==> config.mk <==
export PLATFORM = sky130hd
export DESIGN_NAME = ex_stage_flat
export DESIGN_NICKNAME = d
export VERILOG_FILES = /design/src/rtl/mips_pkg.sv /design/src/rtl/ex_stage_if.sv /design/src/rtl/alu.sv /design/src/rtl/ex_stage.sv /design/src/flat_wrapper.sv
export SDC_FILE = /design/constraint.sdc
export NUM_CORES = 1
export LEC_CHECK = 0
export ABC_AREA = 1
export CORE_MARGIN = 5
export CORE_UTILIZATION = 35
export DETAILED_ROUTE_END_ITERATION = 6
export PLACE_DENSITY = 0.66
export SLEW_MARGIN = 0
export SYNTH_ARGS = -nofsm -noshare
export SYNTH_HDL_FRONTEND = slang
export SYNTH_SLANG_ARGS = --single-unit
==> constraint.sdc <==
create_clock -name clk -period 4.48 [get_ports clk]
set_input_delay 0.672 -clock clk [delete_from_list [all_inputs] [get_ports clk]]
set_output_delay 0.672 -clock clk [all_outputs]
set_load 0.02 [all_outputs]
==> src/rtl/mips_pkg.sv <==
// -----------------------------------------------------------------------------
// mips_pkg
// Shared definitions for the execute stage:
//   - ALU opcode constants (4-bit EX_AluOp encoding)
//   - Forward-select codes used by ForwardA / ForwardB
//   - The EX/MEM pipeline register layout
// -----------------------------------------------------------------------------
package mips_pkg;

    // ALU opcodes. Code 4'hF is left undefined and yields a zero result.
    localparam logic [3:0] ALU_ADD  = 4'h0;
    localparam logic [3:0] ALU_SUB  = 4'h1;
    localparam logic [3:0] ALU_AND  = 4'h2;
    localparam logic [3:0] ALU_OR   = 4'h3;
    localparam logic [3:0] ALU_XOR  = 4'h4;
    localparam logic [3:0] ALU_NOR  = 4'h5;
    localparam logic [3:0] ALU_SLT  = 4'h6;
    localparam logic [3:0] ALU_SLTU = 4'h7;
    localparam logic [3:0] ALU_SLL  = 4'h8;
    localparam logic [3:0] ALU_SRL  = 4'h9;
    localparam logic [3:0] ALU_SRA  = 4'hA;
    localparam logic [3:0] ALU_SLLV = 4'hB;
    localparam logic [3:0] ALU_SRLV = 4'hC;
    localparam logic [3:0] ALU_SRAV = 4'hD;
    localparam logic [3:0] ALU_LUI  = 4'hE;

    // Forward-select codes. 2'b11 is treated like FWD_ID.
    localparam logic [1:0] FWD_ID  = 2'b00;
    localparam logic [1:0] FWD_WB  = 2'b01;
    localparam logic [1:0] FWD_MEM = 2'b10;

    // EX/MEM pipeline register contents.
    typedef struct packed {
        logic [31:0] aluResult;
        logic [31:0] writeData;
        logic [4:0]  regRd;
        logic        regWrite;
        logic        memRead;
        logic        memWrite;
        logic        memToReg;
        logic        zero;
        logic        ovf;
    } exMemReg_t;

    // Three-way forwarding mux shared by both operand paths.
    function automatic logic [31:0] fwdSelect(input logic [1:0]  sel,
                                              input logic [31:0] idVal,
                                              input logic [31:0] memVal,
                                              input logic [31:0] wbVal);
        case (sel)
            FWD_MEM: fwdSelect = memVal;
            FWD_WB:  fwdSelect = wbVal;
            default: fwdSelect = idVal;
        endcase
    endfunction

endpackage

==> src/rtl/ex_stage_if.sv <==
// -----------------------------------------------------------------------------
// ex_stage_if
// Bundles the ID/EX-side inputs and the EX/MEM-side outputs of the execute
// stage.
//   slave  : used by ex_stage (consumes EX_* / Forward* / WB_Data,
//            produces MEM_*)
//   master : used by whatever drives the stage (issue logic or a testbench)
// This stage has no handshake: a new operation is presented every cycle and
// the pipeline control is done through i_stall / i_flush on ex_stage itself.
// -----------------------------------------------------------------------------
interface ex_stage_if;

    logic [1:0]  ForwardA;
    logic [1:0]  ForwardB;
    logic [31:0] EX_RsData;
    logic [31:0] EX_RtData;
    logic [31:0] EX_Imm;
    logic [31:0] WB_Data;
    logic [4:0]  EX_Shamt;
    logic [4:0]  EX_RegRd;
    logic [3:0]  EX_AluOp;
    logic        EX_AluSrc;
    logic        EX_RegWrite;
    logic        EX_MemRead;
    logic        EX_MemWrite;
    logic        EX_MemToReg;

    logic [31:0] MEM_AluResult;
    logic [31:0] MEM_WriteData;
    logic [4:0]  MEMRegRd;
    logic        MEM_RegWrite;
    logic        MEM_MemRead;
    logic        MEM_MemWrite;
    logic        MEM_MemToReg;
    logic        MEM_Zero;
    logic        MEM_Ovf;

    modport slave (
        input  ForwardA, ForwardB, EX_RsData, EX_RtData, EX_Imm, WB_Data,
               EX_Shamt, EX_RegRd, EX_AluOp, EX_AluSrc,
               EX_RegWrite, EX_MemRead, EX_MemWrite, EX_MemToReg,
        output MEM_AluResult, MEM_WriteData, MEMRegRd,
               MEM_RegWrite, MEM_MemRead, MEM_MemWrite, MEM_MemToReg,
               MEM_Zero, MEM_Ovf
    );

    modport master (
        output ForwardA, ForwardB, EX_RsData, EX_RtData, EX_Imm, WB_Data,
               EX_Shamt, EX_RegRd, EX_AluOp, EX_AluSrc,
               EX_RegWrite, EX_MemRead, EX_MemWrite, EX_MemToReg,
        input  MEM_AluResult, MEM_WriteData, MEMRegRd,
               MEM_RegWrite, MEM_MemRead, MEM_MemWrite, MEM_MemToReg,
               MEM_Zero, MEM_Ovf
    );

endinterface

==> src/rtl/alu.sv <==
// -----------------------------------------------------------------------------
// alu
// Purely combinational 32-bit ALU.
//   opA, opB : operands
//   shamt    : immediate shift amount (SLL/SRL/SRA)
//   aluOp    : operation, see mips_pkg ALU_* constants
//   result   : 32-bit result (0 for undefined opcodes)
//   zero     : result == 0
//   ovf      : signed overflow, only for ADD and SUB
// -----------------------------------------------------------------------------
module alu
    import mips_pkg::*;
(
    input  logic [31:0] opA,
    input  logic [31:0] opB,
    input  logic [4:0]  shamt,
    input  logic [3:0]  aluOp,
    output logic [31:0] result,
    output logic        zero,
    output logic        ovf
);

    logic [31:0] sum;
    logic [31:0] diff;

    assign sum  = opA + opB;
    assign diff = opA - opB;

    always_comb begin
        result = '0;
        ovf    = 1'b0;
        case (aluOp)
            ALU_ADD: begin
                result = sum;
                // Same-sign operands producing a different-sign sum.
                ovf    = (opA[31] == opB[31]) && (sum[31] != opA[31]);
            end
            ALU_SUB: begin
                result = diff;
                // Different-sign operands where the sign of A is not kept.
                ovf    = (opA[31] != opB[31]) && (diff[31] != opA[31]);
            end
            ALU_AND:  result = opA & opB;
            ALU_OR:   result = opA | opB;
            ALU_XOR:  result = opA ^ opB;
            ALU_NOR:  result = ~(opA | opB);
            ALU_SLT:  result = {31'b0, ($signed(opA) < $signed(opB))};
            ALU_SLTU: result = {31'b0, (opA < opB)};
            ALU_SLL:  result = opB << shamt;
            ALU_SRL:  result = opB >> shamt;
            ALU_SRA:  result = $signed(opB) >>> shamt;
            ALU_SLLV: result = opB << opA[4:0];
            ALU_SRLV: result = opB >> opA[4:0];
            ALU_SRAV: result = $signed(opB) >>> opA[4:0];
            ALU_LUI:  result = {opB[15:0], 16'b0};
            default: begin
                result = '0;
                ovf    = 1'b0;
            end
        endcase
    end

    assign zero = (result == 32'd0);

endmodule

==> src/rtl/ex_stage.sv <==
// -----------------------------------------------------------------------------
// ex_stage
// Execute stage of a 5-stage MIPS-style pipeline: operand forwarding muxes,
// one ALU and the EX/MEM pipeline register.
//   clk     : rising-edge clock
//   reset   : synchronous active-high reset, clears the EX/MEM register
//   i_stall : hold the EX/MEM register
//   i_flush : load a bubble (all zeros) into the EX/MEM register
//   exIf    : ex_stage_if.slave carrying the EX_* inputs, forward selects,
//             WB_Data and the registered MEM_* outputs
// Update priority on each edge: reset, flush, stall, normal load.
// -----------------------------------------------------------------------------
module ex_stage
    import mips_pkg::*;
(
    input  logic           clk,
    input  logic           reset,
    input  logic           i_stall,
    input  logic           i_flush,
    ex_stage_if.slave      exIf
);

    exMemReg_t   exMem;
    exMemReg_t   exMemNext;

    logic [31:0] opA;
    logic [31:0] rtFwd;
    logic [31:0] opB;
    logic [31:0] aluResult;
    logic        aluZero;
    logic        aluOvf;

    // The MEM forward path reads the register, not the ALU output, so a
    // stall with ForwardA = MEM just keeps recomputing from the held value.
    assign opA   = fwdSelect(exIf.ForwardA, exIf.EX_RsData, exMem.aluResult, exIf.WB_Data);
    assign rtFwd = fwdSelect(exIf.ForwardB, exIf.EX_RtData, exMem.aluResult, exIf.WB_Data);
    assign opB   = exIf.EX_AluSrc ? exIf.EX_Imm : rtFwd;

    alu u_alu (
        .opA    (opA),
        .opB    (opB),
        .shamt  (exIf.EX_Shamt),
        .aluOp  (exIf.EX_AluOp),
        .result (aluResult),
        .zero   (aluZero),
        .ovf    (aluOvf)
    );

    always_comb begin
        exMemNext           = '0;
        exMemNext.aluResult = aluResult;
        // Store data is always the forwarded rt, even for immediate ops.
        exMemNext.writeData = rtFwd;
        exMemNext.regRd     = exIf.EX_RegRd;
        // An overflowing ADD/SUB must not update the register file.
        exMemNext.regWrite  = exIf.EX_RegWrite & ~aluOvf;
        exMemNext.memRead   = exIf.EX_MemRead;
        exMemNext.memWrite  = exIf.EX_MemWrite;
        exMemNext.memToReg  = exIf.EX_MemToReg;
        exMemNext.zero      = aluZero;
        exMemNext.ovf       = aluOvf;
    end

    always_ff @(posedge clk) begin
        if (reset) begin
            exMem <= '0;
        end else if (i_flush) begin
            exMem <= '0;
        end else if (!i_stall) begin
            exMem <= exMemNext;
        end
    end

    assign exIf.MEM_AluResult = exMem.aluResult;
    assign exIf.MEM_WriteData = exMem.writeData;
    assign exIf.MEMRegRd      = exMem.regRd;
    assign exIf.MEM_RegWrite  = exMem.regWrite;
    assign exIf.MEM_MemRead   = exMem.memRead;
    assign exIf.MEM_MemWrite  = exMem.memWrite;
    assign exIf.MEM_MemToReg  = exMem.memToReg;
    assign exIf.MEM_Zero      = exMem.zero;
    assign exIf.MEM_Ovf       = exMem.ovf;

endmodule

==> src/flat_wrapper.sv <==
// flat-port wrapper written by rule: the top's interface ports become plain ports
module ex_stage_flat import mips_pkg::*;
  (clk, reset, i_stall, i_flush, exIf_ForwardA, exIf_ForwardB, exIf_EX_RsData, exIf_EX_RtData, exIf_EX_Imm, exIf_WB_Data, exIf_EX_Shamt, exIf_EX_RegRd, exIf_EX_AluOp, exIf_EX_AluSrc, exIf_EX_RegWrite, exIf_EX_MemRead, exIf_EX_MemWrite, exIf_EX_MemToReg, exIf_MEM_AluResult, exIf_MEM_WriteData, exIf_MEMRegRd, exIf_MEM_RegWrite, exIf_MEM_MemRead, exIf_MEM_MemWrite, exIf_MEM_MemToReg, exIf_MEM_Zero, exIf_MEM_Ovf);
  ex_stage_if exIf_i ();
  input  logic clk;
  input  logic reset;
  input  logic i_stall;
  input  logic i_flush;
  input wire logic [$bits(exIf_i.ForwardA)-1:0] exIf_ForwardA;
  input wire logic [$bits(exIf_i.ForwardB)-1:0] exIf_ForwardB;
  input wire logic [$bits(exIf_i.EX_RsData)-1:0] exIf_EX_RsData;
  input wire logic [$bits(exIf_i.EX_RtData)-1:0] exIf_EX_RtData;
  input wire logic [$bits(exIf_i.EX_Imm)-1:0] exIf_EX_Imm;
  input wire logic [$bits(exIf_i.WB_Data)-1:0] exIf_WB_Data;
  input wire logic [$bits(exIf_i.EX_Shamt)-1:0] exIf_EX_Shamt;
  input wire logic [$bits(exIf_i.EX_RegRd)-1:0] exIf_EX_RegRd;
  input wire logic [$bits(exIf_i.EX_AluOp)-1:0] exIf_EX_AluOp;
  input wire logic [$bits(exIf_i.EX_AluSrc)-1:0] exIf_EX_AluSrc;
  input wire logic [$bits(exIf_i.EX_RegWrite)-1:0] exIf_EX_RegWrite;
  input wire logic [$bits(exIf_i.EX_MemRead)-1:0] exIf_EX_MemRead;
  input wire logic [$bits(exIf_i.EX_MemWrite)-1:0] exIf_EX_MemWrite;
  input wire logic [$bits(exIf_i.EX_MemToReg)-1:0] exIf_EX_MemToReg;
  output wire logic [$bits(exIf_i.MEM_AluResult)-1:0] exIf_MEM_AluResult;
  output wire logic [$bits(exIf_i.MEM_WriteData)-1:0] exIf_MEM_WriteData;
  output wire logic [$bits(exIf_i.MEMRegRd)-1:0] exIf_MEMRegRd;
  output wire logic [$bits(exIf_i.MEM_RegWrite)-1:0] exIf_MEM_RegWrite;
  output wire logic [$bits(exIf_i.MEM_MemRead)-1:0] exIf_MEM_MemRead;
  output wire logic [$bits(exIf_i.MEM_MemWrite)-1:0] exIf_MEM_MemWrite;
  output wire logic [$bits(exIf_i.MEM_MemToReg)-1:0] exIf_MEM_MemToReg;
  output wire logic [$bits(exIf_i.MEM_Zero)-1:0] exIf_MEM_Zero;
  output wire logic [$bits(exIf_i.MEM_Ovf)-1:0] exIf_MEM_Ovf;
  assign exIf_i.ForwardA = exIf_ForwardA;
  assign exIf_i.ForwardB = exIf_ForwardB;
  assign exIf_i.EX_RsData = exIf_EX_RsData;
  assign exIf_i.EX_RtData = exIf_EX_RtData;
  assign exIf_i.EX_Imm = exIf_EX_Imm;
  assign exIf_i.WB_Data = exIf_WB_Data;
  assign exIf_i.EX_Shamt = exIf_EX_Shamt;
  assign exIf_i.EX_RegRd = exIf_EX_RegRd;
  assign exIf_i.EX_AluOp = exIf_EX_AluOp;
  assign exIf_i.EX_AluSrc = exIf_EX_AluSrc;
  assign exIf_i.EX_RegWrite = exIf_EX_RegWrite;
  assign exIf_i.EX_MemRead = exIf_EX_MemRead;
  assign exIf_i.EX_MemWrite = exIf_EX_MemWrite;
  assign exIf_i.EX_MemToReg = exIf_EX_MemToReg;
  assign exIf_MEM_AluResult = exIf_i.MEM_AluResult;
  assign exIf_MEM_WriteData = exIf_i.MEM_WriteData;
  assign exIf_MEMRegRd = exIf_i.MEMRegRd;
  assign exIf_MEM_RegWrite = exIf_i.MEM_RegWrite;
  assign exIf_MEM_MemRead = exIf_i.MEM_MemRead;
  assign exIf_MEM_MemWrite = exIf_i.MEM_MemWrite;
  assign exIf_MEM_MemToReg = exIf_i.MEM_MemToReg;
  assign exIf_MEM_Zero = exIf_i.MEM_Zero;
  assign exIf_MEM_Ovf = exIf_i.MEM_Ovf;
  ex_stage u_core (.clk(clk), .reset(reset), .i_stall(i_stall), .i_flush(i_flush), .exIf(exIf_i));
endmodule
==> results.md <==
* Status: finished with violations
* Failing checks: DRC
* Net Switching at approximately 3500 uW
* Max Cap Violations at 0
* Cts bufs inserted at 9
* Crit. End Element: flop
* Clock transition at the registers of the reported paths at approximately 0.060 ns
* Fmax at between 200 and 250 MHz
* Period utilisation layout at 0.992
* Clock power frac at 0.105
* Slew @ Worst Pin at 0.879 ns
* CP Buf/Inv Count at 8
* Hold buffers post-CTS at 0
* Std cell rows at 79
* PortBufs at roughly 230
* Die H at ~230 microns
* GRT Total Usage at 0.437
* # setup viols final at 0
* Initial antenna violation count at 6
* Slew Viols, Final at 0
* Worst setup path category: in -> reg
* Finished Core Util at 0.566
* Max rail drop VDD at 285 uV
* Gate Count Post-Synth at ~3100
* Power density over the cells at roughly 260 nW/um^2
* Primary FF master, synth: dfxtp_1
* Routability-driven placement congestion ratio at around 1.1
* Post-synthesis net count at about 3400
* Ports at 230
* Final min period at 4.44 ns
* Yosys top cell area share at 0.227
* Worst path max stage delay at around 0.47 ns
* Hold crit path type: reg -> reg
* Synth area leaders: nand3_1 (23%), nand2_1 (20%), dfxtp_1 (9.2%)
* Routed WL at between 100000 and 150000 microns
* Congestion Overflow GR at 0
* Routed via count at 26700
* WL/cell at approximately 25 microns
* P&R area growth vs syn at 60.8%
* Full die area at around 50000 sq um
* Leak at 0.0130 uW
* Final Worst Setup Slack at about 0.036 ns
* Pin count of the biggest net entering global routing at around 120
* Synth area leader: nand3_1
* Synthesized area at 16300 sq um
* YS warnings at 0
* Reg power frac at 0.108
* Number of synthesized register bits at 75
* Root Buffer: clkbuf_16
* Unrepaired setup endpoints after global routing: true
* Worst rel slew slack at 0.414
* Cell chain of the critical path: dlygate4sd2_1 -> inv_1 -> ha_4 -> inv_2 -> buf_12 -> or2_4 -> nand2_2 -> buf_4 -> ha_1 -> inv_1 -> fa_1 -> buf_4 -> xnor2_1 -> nor2_1 -> nor3_2 -> buf_4 -> nand2_1 -> nor2_1 -> nand3_1 -> nor2_1 -> nand3_1 -> nor2_1 -> nand2_1 -> a21oi_1
* Avg Cell Area, Syn at 5.21 sq um
* CP max FO at 12
* CTS Buffer Depth at 2
* Fraction of final layout cells sized beyond drive strength 1 at 0.259
* Asr flop ratio synth at 0
* Detailed Routing Iterations Pass 1 at 7
* Final Hold Fails at 0
* Post-synth cell types at 55
* Crit-path most repeated cell: nor2_1
* Register area share after synthesis at 0.0920
* Area of the multi-input gates at 13600 sq um
* Final nets at roughly 4300
* CP delay by family, top: simple AND/OR/NAND/NOR gates
* Sequential cell area at approximately 1500 sq um
* Most common library cells after synthesis: nand2_1 (874), nand3_1 (741), inv_1 (264), nor2_1 (262), o21ai_0 (175)
* Clk Latency, worst-skew pair at about 0.36 ns
* Setup WS pre-CTS at -1.18 ns
* Die width at approximately 230 microns
* DRT antenna net count at 0
* CTS tree: done
* Final Skew at 0.00884 ns
* DP HPWL at 99600 microns
* Internal power at 3350 uW
* Count leader, synth: nand2_1
* First DRT Iteration DRCs at ~3900
* DRC Markers at 19
* CP max stage cell: fa_1
* First-pass GRT wire length at 164000 microns
* Total core area at approximately 46000 sq um
* Gate power share at 0.787
* Number of synthesized flops with an enable pin at 0
* Initial Utilization at 0.352
* # H-tree levels at 3
* Net Sw Frac at 0.509
* Startpoint Class: input port
* DR vias/cell at 5.78
* Fill count at 4872
* Number of global-route vias before repair at roughly 24000
* Clock sink count at 75
* Critical path arrival at 4.72 ns
* Critical Path RT at 4.76 ns
==> worst min-delay path: stages, from the launching register on <==
cell and delay (ns):
dfxtp_1 0.31, nand2_1 0.06, a21oi_1 0.06
==> per-stage QoR <==
stage	total power (uW)	instance area, sq um	setup TNS (ns)	hold slack (ns)	std cells
6_report	6830	26200	0	0.465	4624
5_1_grt	7110	26200	-0.0788	0.475	4621
4_1_cts	6560	26000	0	0.465	4619
3_5_place_dp	5690	25300	-17.95	0.458	4600
3_3_place_gp	5730	25300	-18.42	0.452	4600
2_1_floorplan	2840	16300	0	0.544	3131
==> power by group through the flow <==
stage               registers, uW  clock network, uW  logic, uW
floorplan                     770                  0       2070
global placement              746                  0       4990
detailed placement            746                  0       4950
CTS                           732                729       5100
global route                  736                751       5620
finish                        735                719       5370
==> cells in the final DEF (no fill, tap or decap), types with 20 or more instances in the layout <==
cell type          n
nand2_1          856
a221oi_1          23
or2_1             26
o21ai_2           20
nor2_2            29
clkdlybuf4s50_1  225
dfxtp_1           75
ha_1              83
nor2_1           230
o21ai_0          148
buf_12            48
a221o_1           27
inv_1            254
buf_4            760
a21oi_1          147
nand2_2           48
nand3_1          732
o21ai_1           26
==> logic make-up (layout without fill, tap and decap cells) <==
kind of cell    Yosys count  after routing  share of synthesized area
buf+inv                 450           1333                      0.110
simple gates           2013           2013                      0.541
flops                    75             75                     0.0920
fa+ha+maj               103            103                     0.0799
other cells               0              3                          0
compound gates          488            488                      0.176
xor+xnor                  2              2                    0.00107
==> path summary, 6_finish.rpt <==
| path | from | endpoint | slack, ns | depth (start not counted) |
|---|---|---|---|---|
| setup / recovery | exIf_ForwardA[0] | u_core.exIf.MEM_Zero | 0.04 | 24 |
| hold reg to reg | u_core.exIf.MEM_MemRead | u_core.exIf.MEM_MemRead | 0.46 | 2 |
| setup reg to reg | u_core.exIf.MEM_AluResult[0] | u_core.exIf.MEM_Zero | 0.60 | 21 |
| hold / removal | u_core.exIf.MEM_MemRead | u_core.exIf.MEM_MemRead | 0.46 | 2 |
==> routing by layer <==
layer / vias to the layer above / GRT usage / share of wire
li1: 12300 / - / -
met1: 12200 / 0.582 / 0.40
met2: 1852 / 0.634 / 0.40
met3: 367 / 0.125 / 0.13
met4: 8 / 0.236 / 0.069
met5: - / 0 / 0.00045
==> area by class of cell <==
type | count | area share
Antenna cell | 3 | 0.000286
Clock buffer | 12 | 0.00977
Clock inverter | 3 | 0.000858
Inverter | 277 | 0.0400
Multi-Input combinational cell | 2606 | 0.519
Sequential cell | 75 | 0.0572
Tap cell | 607 | 0.0289
Timing Repair Buffer | 1041 | 0.344
==> flip-flops by register name, indices dropped and copies added, names as in the netlist <==
name and flops:
u_core.exIf.MEM_MemToReg 1, u_core.exIf.MEM_Zero 1, u_core.exIf.MEM_AluResult 32, u_core.exIf.MEM_MemWrite 1, u_core.exIf.MEM_RegWrite 1, u_core.exIf.MEM_WriteData 32, u_core.exIf.MEM_MemRead 1, u_core.exIf.MEMRegRd 5
u_core.exIf.MEM_Ovf 1
==> timing repair <==
item / in CTS / in global routing
setup endpoints to repair: 28 / 8
setup buffers: 3 / 2
hold endpoints to repair: 0 / 0
pin swaps: 9 / 10
cloned: 1 / 0
resized for setup: 113 / 68
Note: power is estimated with default switching activity, not from simulation.
